===== config.mk =====
export PLATFORM = sky130hd
export DESIGN_NAME = bcd_time_counter
export DESIGN_NICKNAME = d
export VERILOG_FILES = /design/src/rtl/clock_pkg.sv /design/src/rtl/bcd_mod_counter.sv /design/src/rtl/bcd_time_counter.sv
export SDC_FILE = /design/constraint.sdc
export NUM_CORES = 1
export LEC_CHECK = 0
export CORE_UTILIZATION = 30
export DETAILED_ROUTE_END_ITERATION = 6
export PLACE_DENSITY_LB_ADDON = 0.08
export REMOVE_ABC_BUFFERS = 1
export SETUP_SLACK_MARGIN = 0.02
export SLEW_MARGIN = 5
export SYNTH_ARGS = -nofsm -noshare
export SYNTH_HDL_FRONTEND = slang
export SYNTH_SLANG_ARGS = --single-unit

===== constraint.sdc =====
create_clock -name clk -period 3.01 [get_ports clk]
set_input_delay 0.602 -clock clk [delete_from_list [all_inputs] [get_ports clk]]
set_output_delay 0.602 -clock clk [all_outputs]
set_load 0.05 [all_outputs]

===== src/rtl/clock_pkg.sv =====
// rtl/clock_pkg.sv - shared BCD types, limits and conversion helpers for the time counter
//
// Purpose : types and helpers used by bcd_time_counter and bcd_mod_counter.
// Contents: bcd2_t (two BCD digits {tens, units}), SEC_MAX/MIN_MAX/HOUR_MAX,
//           bin_to_bcd2 (elaboration-time conversion of reset values),
//           hour24_to_12 (24h BCD hour -> {pm, 12h BCD hour}).
package clock_pkg;

  typedef logic [7:0] bcd2_t;

  localparam bcd2_t SEC_MAX  = 8'h59;
  localparam bcd2_t MIN_MAX  = 8'h59;
  localparam bcd2_t HOUR_MAX = 8'h23;

  // Binary 0..99 to two BCD digits.
  function automatic bcd2_t bin_to_bcd2(input int unsigned v);
    int unsigned t;
    int unsigned u;
    t = v / 10;
    u = v % 10;
    return {t[3:0], u[3:0]};
  endfunction

  // Returns {pm, hour} where hour is the 12-hour BCD form (01..12).
  function automatic logic [8:0] hour24_to_12(input bcd2_t h);
    logic [4:0] hb;
    logic [4:0] h12;
    logic       pm_f;
    logic [3:0] t;
    logic [3:0] u;
    hb   = 5'(h[7:4]) * 5'd10 + 5'(h[3:0]);
    pm_f = (hb >= 5'd12);
    if (hb == 5'd0)
      h12 = 5'd12;
    else if (hb > 5'd12)
      h12 = hb - 5'd12;
    else
      h12 = hb;
    t = (h12 >= 5'd10) ? 4'd1 : 4'd0;
    u = 4'(h12 - ((h12 >= 5'd10) ? 5'd10 : 5'd0));
    return {pm_f, t, u};
  endfunction

endpackage


===== src/rtl/bcd_mod_counter.sv =====
// rtl/bcd_mod_counter.sv - two-digit BCD modulo counter (00..MAX) with load and carry
//
// Purpose : one time field (seconds, minutes or hours) counted directly in BCD.
// Ports   : clk, rst_n (async active-low)
//           load     - synchronous load of load_val (wins over inc)
//           load_val - value loaded when load = 1
//           inc      - advance by one, wrapping MAX -> 00
//           value    - current BCD value
//           carry    - combinational; inc asserted while value == MAX
module bcd_mod_counter
  import clock_pkg::*;
#(
  parameter bcd2_t MAX       = 8'h59,
  parameter bcd2_t RESET_VAL = 8'h00
) (
  input  logic  clk,
  input  logic  rst_n,
  input  logic  load,
  input  bcd2_t load_val,
  input  logic  inc,
  output bcd2_t value,
  output logic  carry
);

  assign carry = inc && (value == MAX);

  always_ff @(posedge clk or negedge rst_n) begin
    if (!rst_n) begin
      value <= RESET_VAL;
    end else if (load) begin
      value <= load_val;
    end else if (inc) begin
      if (value == MAX)
        value <= 8'h00;
      else if (value[3:0] == 4'd9)
        value <= {value[7:4] + 4'd1, 4'd0};
      else
        value <= {value[7:4], value[3:0] + 4'd1};
    end
  end

endmodule


===== src/rtl/bcd_time_counter.sv =====
// rtl/bcd_time_counter.sv - 1 Hz prescaler and BCD HH:MM:SS clock with 12/24h display
//
// Purpose : divides clk to a 1 Hz tick, keeps 24h BCD time, drives a 7-segment mux.
// Ports   : clk, rst_n (async active-low), en (run enable), mode_12h (display mode)
//           hour_inc / min_inc / sec_clr - single-cycle set pulses
//           hour_bcd - displayed hour (24h or 12h), pm - hour >= 12
//           min_bcd, sec_bcd - BCD minute/second
//           dp_led - high during the first half of each second
//           sec_tick - one-cycle pulse aligned with each new seconds value
module bcd_time_counter
  import clock_pkg::*;
#(
  parameter int TICKS_PER_SEC = 50_000_000,
  parameter int RESET_HOUR    = 0,
  parameter int RESET_MIN     = 0
) (
  input  logic       clk,
  input  logic       rst_n,
  input  logic       en,
  input  logic       mode_12h,
  input  logic       hour_inc,
  input  logic       min_inc,
  input  logic       sec_clr,
  output logic [7:0] hour_bcd,
  output logic [7:0] min_bcd,
  output logic [7:0] sec_bcd,
  output logic       pm,
  output logic       dp_led,
  output logic       sec_tick
);

  localparam int              PW             = $clog2(TICKS_PER_SEC);
  localparam logic [PW-1:0]   PRE_LAST       = PW'(TICKS_PER_SEC - 1);
  localparam logic [PW-1:0]   PRE_HALF       = PW'(TICKS_PER_SEC / 2);
  localparam bcd2_t           RESET_HOUR_BCD = bin_to_bcd2(RESET_HOUR);
  localparam bcd2_t           RESET_MIN_BCD  = bin_to_bcd2(RESET_MIN);
  localparam logic            RESET_PM       = (RESET_HOUR >= 12);

  logic [PW-1:0] presc;
  logic [PW-1:0] presc_next;
  logic          term;
  logic          set_any;
  logic          tick;
  logic          sec_clear;
  bcd2_t         sec_val;
  bcd2_t         min_val;
  bcd2_t         hour_val;
  logic          sec_carry;
  logic          min_carry;
  logic          hour_carry_unused;
  logic [8:0]    hour_disp12;

  // Any set pulse swallows a coinciding tick; the prescaler still wraps.
  always_comb begin
    term       = en && (presc == PRE_LAST);
    set_any    = hour_inc | min_inc | sec_clr;
    tick       = term && !set_any;
    sec_clear  = min_inc | sec_clr;
    presc_next = presc;
    if (sec_clear)
      presc_next = '0;
    else if (en)
      presc_next = term ? '0 : presc + PW'(1);
  end

  bcd_mod_counter #(.MAX(SEC_MAX), .RESET_VAL(8'h00)) u_sec (
    .clk      (clk),
    .rst_n    (rst_n),
    .load     (sec_clear),
    .load_val (8'h00),
    .inc      (tick),
    .value    (sec_val),
    .carry    (sec_carry)
  );

  // sec_carry only fires on a real tick, so it never coincides with min_inc.
  bcd_mod_counter #(.MAX(MIN_MAX), .RESET_VAL(RESET_MIN_BCD)) u_min (
    .clk      (clk),
    .rst_n    (rst_n),
    .load     (1'b0),
    .load_val (8'h00),
    .inc      (min_inc | sec_carry),
    .value    (min_val),
    .carry    (min_carry)
  );

  // A user minute step wrapping 59 -> 00 must not carry into the hour.
  bcd_mod_counter #(.MAX(HOUR_MAX), .RESET_VAL(RESET_HOUR_BCD)) u_hour (
    .clk      (clk),
    .rst_n    (rst_n),
    .load     (1'b0),
    .load_val (8'h00),
    .inc      (hour_inc | (min_carry & ~min_inc)),
    .value    (hour_val),
    .carry    (hour_carry_unused)
  );

  assign hour_disp12 = hour24_to_12(hour_val);
  assign sec_bcd     = sec_val;
  assign min_bcd     = min_val;

  // dp_led is driven from the next prescaler value so it always matches
  // the prescaler register it is shown alongside.
  always_ff @(posedge clk or negedge rst_n) begin
    if (!rst_n) begin
      presc    <= '0;
      sec_tick <= 1'b0;
      dp_led   <= 1'b1;
      hour_bcd <= RESET_HOUR_BCD;
      pm       <= RESET_PM;
    end else begin
      presc    <= presc_next;
      sec_tick <= tick;
      dp_led   <= (presc_next < PRE_HALF);
      pm       <= hour_disp12[8];
      hour_bcd <= mode_12h ? hour_disp12[7:0] : hour_val;
    end
  end

endmodule

Word level (Yosys, flattened, before mapping):

Cells that the tools add are included.

* flip-flop bits (word level): 61
* output and inout bits: 27

* $add $sub $neg: 10
* multiply operators: 1
* magnitude comparators: 4
* eq/ne operators: 7
* muxes and demuxes: 16
* bitwise logic cells: 7
* reductions and logical operators: 13

Operators with widths (number)
* $mux 26: 3
* $mux 8: 9
* $add 26x1->26 const B: 1
* $eq 26x26->1 const B: 1
* $lt 26x25->1 const B: 1
* $add 4x1->4 const B: 6
* $eq 8x7->1 const B: 2
* $eq 4x4->1 const B: 3
* $ge 5x4->1 const B: 2
* $mux 5: 2
* $eq 8x6->1 const B: 1
* $reduce_and 2->1: 3
* $reduce_bool 2->1: 3
* $add 5x4->5: 1
* $gt 5x4->1 const B: 1
* $logic_not 5->1: 1
* $or 1x1->1: 5
* $sub 5x4->5 const B: 1
* $logic_and 1x1->1: 4
* $mul 4x3->4 const B: 1
* $mux 4: 1
* $sub 4x4->4: 1
* $reduce_bool 3->1: 1
* $and 1x1->1: 1
* 3 further kinds: 3

Longest topological paths before layout:

* depth in word-level cells: 10
* depth in mapped cells: 14
* gate-level depth less buffers: 14

Modules after synthesis:

Synthesis repeated with hierarchy kept, for this count alone.

* cell total of the unflattened synthesis: 443
* area, all modules: 4140.2 um^2

By module, submodules not included
* bcd_time_counter: times used 1, cells each 260, area an instance 2388.5 um^2, sequential area each 927.1 um^2
* bcd_mod_counter at u_min ...: times used 2, cells each 61, area an instance 589.3 um^2, sequential area each 200.2 um^2
* bcd_mod_counter at u_hour: times used 1, cells each 61, area an instance 573.0 um^2, sequential area each 200.2 um^2

Worst setup path before layout:

Ideal clock, no wire load.

* kind: reg2reg
* start point: reg u_hour.value[4]
* end point: reg hour_bcd[3]
* setup time: 0.125 ns
* arrival: 3.074 ns
* data required time: 2.885 ns
* setup slack: -0.189 ns
* cell stages (with the launch flop): 14
* path buffers: 0
* clock period less this slack: 3.199 ns
* cells stage by stage: dfrtp_1 ha_1 ha_1 xor2_1 inv_1 ha_1 or3b_2 nand4_1 mux2i_1 a21o_1 ha_1 ha_1 xnor2_1 mux2_2

* cells in the longest elaborated chain, start to end: 9

Ends and longest elaborated chain
* start, declared: RTL line bcd_mod_counter.sv:21 `output bcd2_t value,`
* start signal, assigned: RTL line bcd_mod_counter.sv:31 `value <= load_val;`
* start signal, assigned: RTL line bcd_mod_counter.sv:36 `value <= {value[7:4] + 4'd1, 4'd0};`
* start signal, assigned: RTL line bcd_mod_counter.sv:38 `value <= {value[7:4], value[3:0] + 4'd1};`
* $mul 4x3->4 (*): RTL line clock_pkg.sv:31 `hb = 5'(h[7:4]) * 5'd10 + 5'(h[3:0]);`
* $add 5x4->5 (*): RTL line clock_pkg.sv:31
* $sub 5x4->5 or $gt 5x4->1 (tied branches): RTL line clock_pkg.sv:36, clock_pkg.sv:35
* $mux 5: RTL line clock_pkg.sv:35 `else if (hb > 5'd12)`
* $mux 5 (*): RTL line clock_pkg.sv:33 `if (hb == 5'd0)`
* $ge 5x4->1: RTL line clock_pkg.sv:40 `u = 4'(h12 - ((h12 >= 5'd10) ? 5'd10 : 5'd0));`
* $mux 4: RTL line clock_pkg.sv:40
* $sub 4x4->4 (*): RTL line clock_pkg.sv:40
* $mux 8 (*): RTL line bcd_time_counter.sv:116 `hour_bcd <= mode_12h ? hour_disp12[7:0] : hour_val;`
* end signal, assigned: RTL line bcd_time_counter.sv:116
* end, declared: RTL line bcd_time_counter.sv:24 `output logic [7:0] hour_bcd,`

Mark *: on every way between the ends. The rest lies on a longest branch, timed or not.
A chain may end at the register's enable or synchronous reset.

Final worst setup path:

Ends and elaborated chain as after synthesis.

==> results by group <==
Status
  • Status: complete, no violations

Setup path
  • R2R Path Start: u_hour.value[4]$_DFFE_PN0P_
  • Critical path depth: 13
  • Crit path capture type: flip-flop
  • CP Capture Point: hour_bcd[3]$_DFF_PN0_
  • Worst Path Arrival: 3.22 ns
  • R2R Path End: hour_bcd[3]$_DFF_PN0_
  • Crit path max fanout: 3
  • Worst R2R Setup Slack: 0.02 ns
  • Worst Reg-to-Reg Cells: 13
  • Required time worst endpoint: 3.23 ns
  • CP cell instances: ha_4, fa_2, xor2_2, inv_1, ha_2, or3b_4, nand4_1, mux2i_1, a21o_1, ha_2, ha_4, xnor2_1, mux2_2
  • Slowest-stage cell, CP: dfrtp_2
  • Family with the most delay on the worst path: adder cells
  • CP max stage delay: 0.45 ns
  • Worst Setup Start Kind: flip-flop
  • Crit path kind: flip-flop to flip-flop
  • Crit path from: u_hour.value[4]$_DFFE_PN0P_
  • Buf+Inv Stages, Crit Path: 1

Clocking
  • Worst skew pair latency: 0.34 ns
  • CTS tree: done
  • CTS Buf Count: 9
  • Hold_buf cts: 0
  • Max Root-Sink Buffers: 2
  • CTS sink count: 61
  • Clock input transition at the sequential cells of the worst setup and hold paths: 0.05 ns
  • Clock root cell: clkbuf_16
  • H-tree Lvls: 3

Flow run
  • Total of max-cap violations: 0

Die
  • # rows: 40
  • IO Pins: 34
  • Die Ht: 113 µm
  • Floorplan core area: 12000 µm²
  • Initial Utilization: 0.308
  • Die area: 12800 µm²
  • Die X: 113 µm

STA
  • Final Hold Vio Count: 0
  • Setup violators final: 0
  • RSZ-0062 raised after global routing: true
  • Slew Viols, Final: 0
  • Slew @ Worst Pin: 0.824 ns
  • Setup tns final: 0 ns
  • WHS: 0.441 ns
  • Min Tclk post-route: 2.99 ns
  • Final Skew: 0.00490 ns
  • Tcrit/Tclk final: 0.995
  • Fmax: 334 MHz
  • Slew HR: 0.451

Synth
  • Seq cells post-synth: 61
  • Synthesis warning total: 0
  • Synth cell types: 63
  • FFs w/ async S/R, synth: 1.00
  • Avg Synthesized Cell Area: 9.32 µm²
  • Post-Syn Instances: 397
  • Post-synth EDFFs: 0
  • Post-synthesis instance area: 3700 µm²
  • Sequential fraction of the synthesis area: 0.413
  • Main synth FF type: dfrtp_1

Detailed routing
  • Vias per cell: 4.94
  • Routed WL: 8870 µm
  • ANT nets after route: 0
  • First DRT Iteration DRCs: 149
  • DR pass1 iterations: 4
  • WL per Instance: 14.3 µm
  • DR vias: 3056
  • # DRC: 0

Finish
  • Finished Core Util: 0.405
  • Final net count: 496
  • Layout cells sized above 1: 0.195
  • Antenna fix cells: 0
  • Commonest non-fill, non-tap cells in the layout: 59 x dfrtp_1, 48 x nor2_1, 39 x buf_4, 36 x nand2_1, 32 x clkdlybuf4s50_1
  • Area grow syn2layout: 31.4%
  • Commonest non-fill, non-tap cell in the layout: dfrtp_1

Placement
  • Post-DP HPWL: 6170 µm
  • IO Port Bufs: 33
  • GP Congestion: 0.751

GRT
  • First-pass GRT wire length: 15200 µm
  • Largest net degree at the start of global routing: 62
  • Antenna violations before repair: 0
  • Total gr overflow: 0
  • Vias in the first global route: 3015
  • GRT Total Usage: 0.155

Power and ir drop
  • VDD IR max: 0.581 mV
  • LEAKAGE: 2.10 nW
  • P per Cell Area: 1010 nW/µm²

Hold path
  • Worst hold path class: input pin to asynchronous set/reset pin
cells by family after synthesis:
logic type,share of synthesized area
mux,0.0342
compound gates,0.109
flops,0.413
xor+xnor,0.0605
fa+ha+maj,0.0764
buf+inv,0.0386
simple gates,0.269
area by class of cell:
class / instances / area (µm²)
Sequential cell: 61 / 1530
Inverter: 19 / 71.3
Fill cell: 1188 / 7150
Tap cell: 147 / 184
Multi-Input combinational cell: 301 / 2140
Clock buffer: 15 / 268
Timing Repair Buffer: 75 / 661
Clock inverter: 1 / 5.00
worst reg2reg max path, cell delays in order, from the launching register on:
cell and delay (ns):
dfrtp_2 0.45, ha_4 0.18, fa_2 0.35, xor2_2 0.16, inv_1 0.08, ha_2 0.18
or3b_4 0.40, nand4_1 0.11, mux2i_1 0.11, a21o_1 0.19, ha_2 0.18, ha_4 0.15
xnor2_1 0.11, mux2_2 0.25
worst min path at each step:
stage | startpoint | endpoint | slack [ns] | cells past startpoint
2_1_floorplan | rst_n | hour_bcd[0]$_DFF_PN0_ | 0.31 | 0
3_3_place_gp | u_sec.value[7]$_DFFE_PN0P_ | u_sec.value[7]$_DFFE_PN0P_ | 0.54 | 2
3_5_place_dp | presc[24]$_DFF_PN0_ | dp_led$_DFF_PN1_ | 0.54 | 1
4_1_cts | rst_n | u_sec.value[3]$_DFFE_PN0P_ | 0.48 | 2
5_1_grt | rst_n | u_sec.value[3]$_DFFE_PN0P_ | 0.53 | 2
6_report | rst_n | u_sec.value[3]$_DFFE_PN0P_ | 0.44 | 2
where the power goes:
part / switching [mW] / total [mW] / internal, mW
logic: 1.44 / 2.88 / 1.43
clock network: 0.363 / 0.964 / 0.601
registers: 0.125 / 1.09 / 0.964
total: 1.93 / 4.93 / 3.00
sequential cells by signal, indices dropped and copies added (netlist names):
name,flops
presc,26
hour_bcd,8
u_hour.value,8
u_min.value,8
u_sec.value,8
dp_led,1
pm,1
sec_tick,1
through the flow:
stage | worst slack (ns) | cells | cell area (µm²) | total power, mW
finish | 0.0161 | 619 | 4860 | 4.93
floorplan | -0.190 | 381 | 3630 | 2.57
detailed placement | -0.185 | 599 | 4440 | 3.43
global placement | -0.143 | 599 | 4440 | 3.43
CTS | 0.0244 | 617 | 4790 | 4.68
global route | -0.0716 | 619 | 4860 | 5.28
metal layers:
layer,vias to the layer above,global-route usage,share of wire
li1,1538,-,-
met1,1461,0.186,0.47
met2,42,0.256,0.48
met3,15,0.0391,0.027
met4,0,0.0798,0.025
met5,-,0,0
synth_stat cells, types with 7 or more instances:
library cell,instances,area [µm²]
nand4_1,10,62.6
xor2_1,12,105
dfrtp_1,60,1500
nand3_1,13,65.1
nor2_1,49,184
or3_1,7,43.8
xnor2_1,11,96.3
nor3_1,9,45.0
clkbuf_1,11,41.3
ha_1,21,263
o21ai_0,19,95.1
a21oi_1,15,75.1
and3_1,8,50.1
nand2_1,36,135
mux2i_1,7,70.1
inv_1,19,71.3
what timing repair did:
item,4_1_cts,5_1_grt
endpoints found under the setup margin,2,2
pin swaps,8,4
buffers inserted,2,2
resized for setup,14,8
(Power assumes the default switching activity.)
